## src/rtl/sw_peek_fifo.sv

```systemverilog
// sw_peek_fifo: packet FIFO with a two-entry peek window (head, head+1).
// It pops 0, 1 or 2 entries per cycle and uses all DEPTH slots.
// Status flags are decoded from a registered occupancy count.
// Overflow and underflow flags are sticky until reset.
module sw_peek_fifo #(
    parameter int WIDTH    = 32,
    parameter int DEPTH    = 16,
    parameter int AFULL_TH = 12
) (
    input  logic                     clk,
    input  logic                     rst,
    input  logic [WIDTH-1:0]         in_data,
    input  logic                     we,
    output logic                     full,
    output logic                     afull,
    input  logic [1:0]               pop,
    output logic [WIDTH-1:0]         out0,
    output logic [WIDTH-1:0]         out1,
    output logic                     v0,
    output logic                     v1,
    output logic                     empty,
    output logic [$clog2(DEPTH):0]   count,
    output logic                     ovf,
    output logic                     udf
);

    localparam int AW = $clog2(DEPTH);
    localparam int CW = AW + 1;

    logic [WIDTH-1:0] r_mem [DEPTH];
    logic [AW-1:0]    r_wr_ptr;
    logic [AW-1:0]    r_rd_ptr;
    logic [CW-1:0]    r_count;
    logic             r_ovf;
    logic             r_udf;

    logic [AW-1:0]    w_rd_ptr_p1;
    logic             w_push_acc;
    logic             w_udf_evt;
    logic [1:0]       w_pop_req;
    logic [1:0]       w_eff_pop;
    logic [CW-1:0]    w_count_next;

    // Status decode from the registered count; the pre-edge count governs push acceptance.
    assign full        = (r_count == CW'(DEPTH));
    assign afull       = (r_count >= CW'(AFULL_TH));
    assign empty       = (r_count == '0);
    assign v0          = (r_count != '0);
    assign v1          = (r_count >= CW'(2));
    assign count       = r_count;
    assign ovf         = r_ovf;
    assign udf         = r_udf;

    // Peek window is read asynchronously; the +1 index wraps naturally at DEPTH.
    assign w_rd_ptr_p1 = r_rd_ptr + AW'(1);
    assign out0        = v0 ? r_mem[r_rd_ptr]    : '0;
    assign out1        = v1 ? r_mem[w_rd_ptr_p1] : '0;

    assign w_push_acc  = we && !full;
    assign w_udf_evt   = (pop == 2'd3) || ({{(CW-2){1'b0}}, pop} > r_count);
    assign w_count_next = r_count + CW'(w_push_acc) - CW'(w_eff_pop);

    // Clamp the pop request: 3 counts as 2, and never pop more than is stored.
    always_comb begin
        // NOTE: every output gets a default first so no path leaves it unassigned (no latch).
        w_pop_req = pop;
        if (pop == 2'd3) begin
            w_pop_req = 2'd2;
        end
        w_eff_pop = w_pop_req;
        if ({{(CW-2){1'b0}}, w_pop_req} > r_count) begin
            w_eff_pop = r_count[1:0];
        end
    end

    // Storage write on an accepted push; reset only blocks the write in its own cycle.
    always_ff @(posedge clk) begin
        // NOTE: the memory array has no reset; pointers and count alone define what is valid.
        if (!rst && w_push_acc) begin
            r_mem[r_wr_ptr] <= in_data;
        end
    end

    // Pointer, occupancy and sticky-flag state; reset discards all contents and requests.
    always_ff @(posedge clk) begin
        // NOTE: state registers use non-blocking assignments so every update sees pre-edge values.
        if (rst) begin
            r_wr_ptr <= '0;
            r_rd_ptr <= '0;
            r_count  <= '0;
            r_ovf    <= 1'b0;
            r_udf    <= 1'b0;
        end else begin
            if (w_push_acc) begin
                r_wr_ptr <= r_wr_ptr + AW'(1);
            end
            r_rd_ptr <= r_rd_ptr + AW'(w_eff_pop);
            r_count  <= w_count_next;
            if (we && full) begin
                r_ovf <= 1'b1;
            end
            if (w_udf_evt) begin
                r_udf <= 1'b1;
            end
        end
    end

endmodule

```

## config.mk

```make
export PLATFORM = sky130hd
export DESIGN_NAME = sw_peek_fifo
export DESIGN_NICKNAME = d
export VERILOG_FILES = /design/src/rtl/sw_peek_fifo.sv
export SDC_FILE = /design/constraint.sdc
export NUM_CORES = 1
export LEC_CHECK = 0
export BUFFER_PORTS_ARGS = -buffer_cell sky130_fd_sc_hd__buf_2
export CAP_MARGIN = 20
export CORE_MARGIN = 1.5
export CORE_UTILIZATION = 55
export DETAILED_ROUTE_END_ITERATION = 12
export PLACE_DENSITY = 0.75
export SYNTH_ARGS = -nofsm -noshare
export SYNTH_HDL_FRONTEND = slang
export SYNTH_SLANG_ARGS = --single-unit
```

## constraint.sdc

```tcl
create_clock -name clk -period 3.32 [get_ports clk]
set_input_delay 0.166 -clock clk [delete_from_list [all_inputs] [get_ports clk]]
set_output_delay 0.166 -clock clk [all_outputs]
set_load 0.1 [all_outputs]
```

======== Word-level counts from Yosys, hierarchy flattened ========
Memories as Yosys holds them, arrays and structs flattened. A register that Yosys moved wholly into a read port is not among the register bits.
Index checks and enable logic that the tools add are counted.
storage, ports and cells
  memory bits (writable) .................. 512
  memories ................................ 1
  flip-flop bits (word level) ............. 15
  input port bits ......................... 37
memory list
  memory  depth  bits a word  rd ports  clocked after memory_dff  write ports  line  source
  r_mem   16     32           2         1                         1            30    logic [WIDTH-1:0] r_mem [DEPTH];
cells by class
  order comparisons ....................... 4
  multiplexer cells ....................... 7
  $add $sub $neg .......................... 5
  equality and inequality tests ........... 2
  reductions and logical operators ........ 8
operators with widths
  kind                                                                   number
  32-bit 2-to-1 mux                                                      2
  2-bit by 5-bit > comparator with 1-bit output                          2
  4-bit by 1-bit adder with 4-bit output, second input constant          2
  5-bit by 1-bit adder with 5-bit output                                 1
  5-bit equality test, second input constant                             1
  5-bit by 2-bit >= comparator with 1-bit output, second input constant  1
  5-bit by 4-bit >= comparator with 1-bit output, second input constant  1
  5-bit logical NOT                                                      1
  5-bit nonzero test                                                     1
  5-bit by 2-bit subtractor with 5-bit output                            1
  4-bit by 2-bit adder with 4-bit output                                 1
  2-bit 2-to-1 mux                                                       2
  4-bit 2-to-1 mux                                                       1
  1-bit logical AND                                                      3
  2-bit equality test, second input constant                             1
  1-bit logical NOT                                                      2
  1-bit 2-to-1 mux                                                       2
  1-bit logical OR                                                       1

======== Longest topological paths before layout ========
  depth in word-level cells ............... 6
  mapped depth ............................ 14
  depth with buffers taken out ............ 14

======== Worst setup path before layout ========
Ideal clock, no wire load.
  kind .................................... reg-to-output
  start point ............................. register r_count[3], in the netlist count[3]
  end point ............................... output port out1[0]
  stages on the path, launching flop included .. 7
  path buffers ............................ 1
  arrival ................................. 4.103 ns
  data required time ...................... 3.154 ns
  path slack .............................. -0.949 ns
  path through ............................ dfxtp_1 > inv_1 > ha_1 > nand2_1 > nand2b_1 > clkbuf_1 > o22ai_1
on the way
  longest elaborated chain between the ends .. 2
ends and longest elaborated chain
  what                                            line  source
  start, declared                                 33    logic [CW-1:0] r_count;
  start signal, assigned                          98    r_count <= w_count_next;
  5-bit by 2-bit >= comparator with 1-bit output  49    assign v1 = (r_count >= CW'(2));
  net v1                                          20    output logic v1,
  32-bit 2-to-1 mux                               57    assign out1 = v1 ? r_mem[w_rd_ptr_p1] : '0;
  end, declared                                   18    output logic [WIDTH-1:0] out1,
The timed path passes the listed nets, and every way through them passes these cells.

======== Worst setup path after layout ========
  start point ............................. register r_rd_ptr[0]
  end point ............................... output port out1[19]
on the way
  longest elaborated chain between the ends .. 3
ends and longest elaborated chain
  what                                    line  source
  start, declared                         32    logic [AW-1:0] r_rd_ptr;
  start signal, assigned                  97    r_rd_ptr <= r_rd_ptr + AW'(w_eff_pop);
  4-bit by 1-bit adder with 4-bit output  55    assign w_rd_ptr_p1 = r_rd_ptr + AW'(1);
  memory read 16 x 32 bit                 n/a
  32-bit 2-to-1 mux                       57
Every way passes these cells.

==> flow_metrics.tcl <==
set metrics [dict create \
    grt_pass1_vias 14000 \
    wirelength_mm 58.5 \
    fin_crit_sh_pct 98.3 \
    fmax_mhz 306 \
    ys_ff_latch 527 \
    cts_tree "yes" \
    crit_required_ns 3.15 \
    fin_crit_ns 3.27 \
    synth_nets 1270 \
    holdWs_ns 0.194 \
    drv_cap 0 \
    finClkSkew_ns 0.0192 \
    portBuffers 112 \
    async_reset_ff_share_pct 0 \
    routedWlPerCell_um 29.1 \
    max_slew.worst_pin.slew_ns 0.731 \
    cts_root_buffer "clkbuf_16" \
    post-dp-hpwl_mm 33.4 \
    grt_start_max_net_pins 124 \
    clkLatencyLatePin_ns 0.63 \
    finalSetupViolations 0 \
    worstPathMaxFanout 14 \
    rows 77 \
    core_area_um2 44000 \
    stdcell_count 2010 \
    clock_sinks 527 \
    layout-drive-gt1-share_pct 41.3 \
    drt_iter0_drc 1287 \
    cts.clk_slew.worst_paths_ns 0.06 \
    io_pins 113 \
    die_h_um 214 \
    yosys_warnings 0 \
    final-hold-violation-count 0 \
    seq_area_frac_synth_pct 64.1 \
    num_vias 13400 \
    syn_area_um2 24500 \
    rsz0062_at_grt "no" \
    firstDrtPassIters 5 \
    worstSetupStartpointType "register" \
    numCtsBuffers 53 \
    status "complete, no violations" \
    critPathArrivalTime_ns 3.10 \
    overflow 0 \
    track_usage_pct 26.5 \
    die_w_um 214 \
    dpl.cell_count 1871 \
    via_per_inst 6.65 \
    ys_types 38 \
    syn_to_final_growth_pct 19.9 \
    hold_path.class "in2reg" \
    start_util_pct 55.6 \
    antenna_found_initial 2 \
    dominantRegCellSynth "edfxtp_1" \
    finalWeightedCongestion 0.767 \
    maxSlewHeadroom_pct 51.2 \
    path_class "reg2out" \
    detail-route-antenna-nets 0 \
    cts_buffer_depth 3 \
    die_area_um2 45800 \
    final_nets 1434 \
    postCtsSetupRepairBufs 0 \
    synth_edf_count 512 \
    h-tree-depth 2 \
    fillers 2830 \
    drc 0 \
    drv_slew 0 \
    end_kind "output port" \
    avgSynthCellArea_um2 20.2 \
    grt_pass1_wl_mm 86.7 \
    syn_inst 1209 \
]
routing by layer:
metal | share of wire, % | GRT usage [%] | vias to the layer above
li1 | - | - | 5555
met1 | 39 | 36.4 | 7094
met2 | 50 | 43.5 | 592
met3 | 7.6 | 4.98 | 124
met4 | 3.2 | 8.60 | 0
met5 | 0 | 0 | -
path summary, 6_finish.rpt:
path                 end  depth (start not counted)  slack, ns        start
max             out1[19]                          6       0.05  r_rd_ptr[0]
min          r_rd_ptr[1]                          4       0.19       pop[1]
max reg2reg     count[4]                         13       0.27     count[1]
min reg2reg  r_wr_ptr[1]                          2       0.54  r_wr_ptr[1]
Yosys cell counts, drive strengths merged, types with 8 or more instances:
cell,instances,area [um^2]
edfxtp,512,15400
mux4,249,5610
mux2i,130,1300
o22ai,57,357
buf,51,269
clkbuf,40,150
nor2,30,115
ha,22,275
dfxtp,15,300
inv,12,45.0
nand2,10,37.5
nor2b,9,56.3
a221o,8,80.1
and3,8,50.1
kinds of logic (layout without fill, tap and decap cells):
logic type / count (synthesis) / in the layout / synth area share, %
AO/OA/AOI/OAI: 93 / 93 / 2.57
XOR/XNOR: 10 / 10 / 0.389
adder cells (fa/ha/maj): 24 / 24 / 1.29
buffers and inverters: 104 / 311 / 1.92
flip-flops: 527 / 527 / 64.1
multiplexers: 380 / 380 / 28.3
other: 0 / 2 / 0
AND/OR/NAND/NOR: 71 / 71 / 1.47
sequential cells by signal, indices dropped and copies added, names as in the netlist:
name,cells
udf,1
r_mem,512
count,5
r_rd_ptr,4
r_wr_ptr,4
ovf,1
final cells by class:
class                           instances  area [um^2]  share of cell area (%)
Sequential cell                       527        15700                    53.5
Multi-Input combinational cell        578         9070                    31.0
Timing Repair Buffer                  200         1990                    6.79
Clock buffer                           66         1400                    4.76
Tap cell                              592          741                    2.53
Clock inverter                         32          372                    1.27
Inverter                               13         50.0                   0.171
Antenna cell                            2         5.00                  0.0171
what timing repair did:
item,CTS,global route
setup endpoints to repair,0,19
hold endpoints to repair,527,0
hold buffers,38,0
resized for setup,0,16
placed cells by master (no fill, tap or decap), drive strengths merged:
master and count:
nor2b 9, nand3b 1, mux4 249, nand3 3, inv 13, dlygate4sd3 38, buf 151, fa 2
nand2b 4, edfxtp 512, o22ai 57, xor2 5, a21o 1, a22oi 7, nand4bb 1, xnor2 5
ha 22, dfxtp 15, and3 8, a221o 8, mux2i 130, a31oi 2, clkbuf 77, a22o 7
bufinv 7, and2 3, or4b 1, or3 1, nand2 10, nor2 30, clkinv 25, diode 2
o21bai 1, a21oi 7, o21ai 3, mux2 1
per-stage QoR:
step,setup slack (ns),cell area [um^2],utilization [%],TNS (ns)
global placement,0.345,27100,61.5,0
floorplan,-0.0755,25100,-,-0.302
global route,0.00923,29300,66.6,0
finish,0.0549,29300,66.6,0
detailed placement,0.261,27100,61.5,0
CTS,0.00336,29200,66.4,0
critical path, stage by stage (launching register included):
cell,delay [ns]
dfxtp_4,0.50
ha_4,0.17
xor2_1,0.48
nand2b_4,0.64
buf_4,0.30
o22ai_4,0.07
buf_2,0.30
Power is not shown: default switching activity piles up to over one toggle a cycle in this logic, so the estimate is an artifact.
